**src/rtl/decoder_38_seq.sv**
```systemverilog
// decoder_38_seq: queued 3-to-8 one-hot decoder that holds each word HOLD_CYCLES then idles GAP_CYCLES
// Ports: clk, rst (sync active-high); code_in/code_valid/code_ready handshake into a 2-entry queue;
//        flush clears queue and sequencer; data_out one-hot or zero, data_valid, busy, fifo_count (0..2).
module decoder_38_seq #(
    parameter int HOLD_CYCLES = 4,
    parameter int GAP_CYCLES  = 1
) (
    input  logic       clk,
    input  logic       rst,
    input  logic [2:0] code_in,
    input  logic       code_valid,
    output logic       code_ready,
    input  logic       flush,
    output logic [7:0] data_out,
    output logic       data_valid,
    output logic       busy,
    output logic [1:0] fifo_count
);
    typedef enum logic [1:0] {IDLE, HOLD, GAP} state_t;
    state_t     state, state_nxt;
    logic [2:0] mem [2];
    logic       wr_ptr, rd_ptr, push, pop, have;
    logic [3:0] cnt, cnt_nxt;
    logic [7:0] data_nxt;
    logic [2:0] head;
    assign head       = mem[rd_ptr];
    assign have       = fifo_count != 2'd0;
    assign code_ready = !rst && !flush && fifo_count != 2'd2;
    assign push       = code_valid && code_ready;
    assign data_valid = |data_out;
    assign busy       = state != IDLE || have;
    always_comb begin
        state_nxt = state;
        cnt_nxt   = cnt;
        data_nxt  = data_out;
        pop       = 1'b0;
        case (state)
            IDLE: if (have) begin
                pop       = 1'b1;
                data_nxt  = 8'd1 << head;
                cnt_nxt   = 4'(HOLD_CYCLES - 1);
                state_nxt = HOLD;
            end
            HOLD: if (cnt != 4'd0) cnt_nxt = cnt - 4'd1;
            else if (GAP_CYCLES > 0) begin
                data_nxt  = 8'd0;
                cnt_nxt   = 4'(GAP_CYCLES - 1);
                state_nxt = GAP;
            end else if (have) begin
                pop      = 1'b1;
                data_nxt = 8'd1 << head;
                cnt_nxt  = 4'(HOLD_CYCLES - 1);
            end else begin
                data_nxt  = 8'd0;
                state_nxt = IDLE;
            end
            GAP: if (cnt != 4'd0) cnt_nxt = cnt - 4'd1;
            else if (have) begin
                pop       = 1'b1;
                data_nxt  = 8'd1 << head;
                cnt_nxt   = 4'(HOLD_CYCLES - 1);
                state_nxt = HOLD;
            end else state_nxt = IDLE;
            default: state_nxt = IDLE;
        endcase
    end
    always_ff @(posedge clk) if (push) mem[wr_ptr] <= code_in;
    always_ff @(posedge clk) begin
        if (rst || flush) begin
            state      <= IDLE;
            cnt        <= 4'd0;
            data_out   <= 8'd0;
            fifo_count <= 2'd0;
            wr_ptr     <= 1'b0;
            rd_ptr     <= 1'b0;
        end else begin
            state      <= state_nxt;
            cnt        <= cnt_nxt;
            data_out   <= data_nxt;
            fifo_count <= fifo_count + {1'b0, push} - {1'b0, pop};
            wr_ptr     <= wr_ptr ^ push;
            rd_ptr     <= rd_ptr ^ pop;
        end
    end
endmodule

```
**config.mk**
```make
export PLATFORM = sky130hd
export DESIGN_NAME = decoder_38_seq
export DESIGN_NICKNAME = d
export VERILOG_FILES = /design/src/rtl/decoder_38_seq.sv
export SDC_FILE = /design/constraint.sdc
export NUM_CORES = 1
export LEC_CHECK = 0
export ABC_AREA = 1
export ABC_CLOCK_PERIOD_IN_PS = 3200
export CAP_MARGIN = 15
export CORE_ASPECT_RATIO = 1.25
export CORE_MARGIN = 8
export CORE_UTILIZATION = 36
export CTS_BUF_LIST = sky130_fd_sc_hd__clkbuf_8 sky130_fd_sc_hd__clkbuf_16
export CTS_CLUSTER_SIZE = 10
export DETAILED_ROUTE_END_ITERATION = 12
export SYNTH_ARGS = -nofsm -noshare
export SYNTH_HDL_FRONTEND = slang
export SYNTH_SLANG_ARGS = --single-unit
```
**constraint.sdc**
```tcl
create_clock -name clk -period 3.2 [get_ports clk]
set_input_delay 0.96 -clock clk [delete_from_list [all_inputs] [get_ports clk]]
set_output_delay 0.96 -clock clk [all_outputs]
set_load 0.02 [all_outputs]
```
==> impl_metrics.toml <==
[cts]
cts.sinks = 24
clkSlewWorstSetupHoldPaths_ns = 0.08
cts_tree = "done"
cts_made_buffers = 3
postCtsSetupRepairBufs = 0
htree_levels = 1
cts-resized-gates = 1
worstSkewPairLatency_ns = 0.27
hold_buffers = 0
cts_buffer_depth = 2
cts-root-buf = "clkbuf_8"

[drt]
vias = 1136
drc = 0
drt_wl_total_mm = 2.43
drtPass1Iterations = 4
final_antenna_net_count = 0
wire_per_inst_um = 9.73
viasPerCell = 4.54
dr.first_iter.drc_count = 42

[floorplan]
num_rows = 24
core_um2 = 3510
fp.dieArea_um2 = 5880
ioPinCount = 20
start_util = 0.376
dieWidth_um = 70.2
fp.dieH_um = 83.8

[setup_path]
path_class = "input port to output pin"
slowest_stage = "clkdlybuf4s50_1"
worstPathArrival_ns = 2.09
start_kind = "input port"
critPathBufInv = 3
cpLargestDelayFamily = "buffers and inverters"
crit_chain = "clkdlybuf4s50_1 > nor2_1 > inv_2 > a21oi_1 > dlygate4sd2_1"
max_stage_delay_ns = 0.41
cp_max_fo = 2
path_depth = 5
required_ns = 2.24
end_kind = "output pin"
ff2ff_path_depth = 10

[sta]
fin_crit_sh = 0.952
final-hold-violation-count = 0
rsz0062_at_grt = "false"
min_period_ns = 3.05
fmax_mhz = 328
setup_violations = 0
maxSlewViolCount = 0
skew_ns = 0.00702
slew_headroom = 0.813
worst_pin_slew_ns = 0.279

[finish]
fin_nets = 229
drive_above_1_share = 0.0806
diodes = 0
area_growth_pct = 21.3
layout_common_cells = "61 x nand2_1, 28 x nor2_1, 24 x inv_1"
final_common_cell = "nand2_1"
final_area_um2 = 1600
final_util = 0.457

[hold_path]
worstHoldPathCells = 2
min_path_type = "flop to flop"

[grt]
antenna_found_initial = 0
grt_usage = 0.0884
grt_overflow = 0
grt_pass1_vias = 1094
grt_max_degree = 17
grt_pass1_wl_mm = 4.38

[power_and_ir_drop]
p_leak_nw = 0.705
ir_drop_v = 0.000185
pwr_density_cell_nw_per_um2 = 415

[placed_design]
dp_hpwl_mm = 1.95
port_buffers = 19
gp_congestion = 0.792
place_area_um2 = 1560

[yosys]
synthCells = 188
netlist_area_um2 = 1320
synth.avg_cell_area_um2 = 7.03
synth_warnings = 0
yosys-top-cells-area = "dfxtp_1 27%, nand2_1 17%, edfxtp_1 14%"
yosysTopAreaCell = "dfxtp_1"
synth_nets = 205
synthDistinctLibCells = 21
yosys_register_bits = 24
yosysSeqAreaShare = 0.409
yosysTopAreaCellShare = 0.272

[status]
status = "complete, no violations"

[flow_run]
maxCapViolations = 0
-- layout make-up --
class                           instances  area [µm²]
Multi-Input combinational cell        134         654
Sequential cell                        24         541
Fill cell                             360        1910
Clock inverter                          1        3.75
Inverter                               27         104
Clock buffer                            3        41.3
Tap cell                               39        48.8
Timing Repair Buffer                   22         211
-- synth_stat cells, drive strengths merged --
cell,instances
nand2,64
nor2,32
inv,27
dfxtp,18
a21oi,10
ha,10
nand3,7
o21ai,7
edfxtp,6
buf,3
nor4,2
nand4,1
xnor2,1
-- registers in the layout, summed over array words and instances, names as in the netlist --
| name | count |
|---|---|
| cnt | 4 |
| mem | 6 |
| rd_ptr | 1 |
| wr_ptr | 1 |
| fifo_count | 2 |
| data_out | 8 |
| state | 2 |
-- worst paths after layout --
path,from,end,slack [ns]
max,flush,code_ready,0.15
min,data_out[4],data_out[4],0.50
max reg2reg,cnt[0],fifo_count[1],1.18
min reg2reg,data_out[4],data_out[4],0.50
-- metal layers --
layer / vias to the layer above / GRT usage / wire [µm]
met5: - / 0 / 0
met4: 0 / 0.0495 / 60
met3: 5 / 0.0262 / 133
met2: 23 / 0.151 / 1130
met1: 483 / 0.0942 / 1100
li1: 625 / - / -
-- through the flow --
stage | std cells | setup TNS (ns) | total power [mW] | hold slack [ns] | worst slack, ns
2_1_floorplan | 188 | 0 | 0.442 | 0.481 | 0.558
3_3_place_gp | 246 | -0.142 | 0.492 | 0.494 | -0.142
3_5_place_dp | 246 | -0.144 | 0.492 | 0.494 | -0.144
4_1_cts | 250 | 0 | 0.678 | 0.506 | 0.123
5_1_grt | 250 | 0 | 0.708 | 0.532 | 0.0278
6_report | 250 | 0 | 0.666 | 0.500 | 0.154
-- kinds of logic (layout without fill, tap and decap cells) --
logic type	count (synthesis)	after routing	share of synthesized area
AOI/OAI and AO/OA	17	17	0.0672
xor gates and xnor gates	1	1	0.00662
adders and majority gates	10	10	0.0946
buffers and inverters	30	53	0.0965
DFF	24	24	0.409
and+or+nand+nor	106	106	0.326
-- where the power goes --
part           total, mW  internal [mW]  switching [mW]
registers          0.330          0.322         0.00874
logic              0.152         0.0648          0.0874
clock network      0.184         0.0860          0.0977
total              0.666          0.472           0.194
-- worst min-delay path: cells and delay by family, from the launching register on --
family / cells / cell delay, ns
and+or+nand+nor: 2 / 0.15
DFF: 1 / 0.32
No activity file was read; power rests on OpenSTA's default activity.
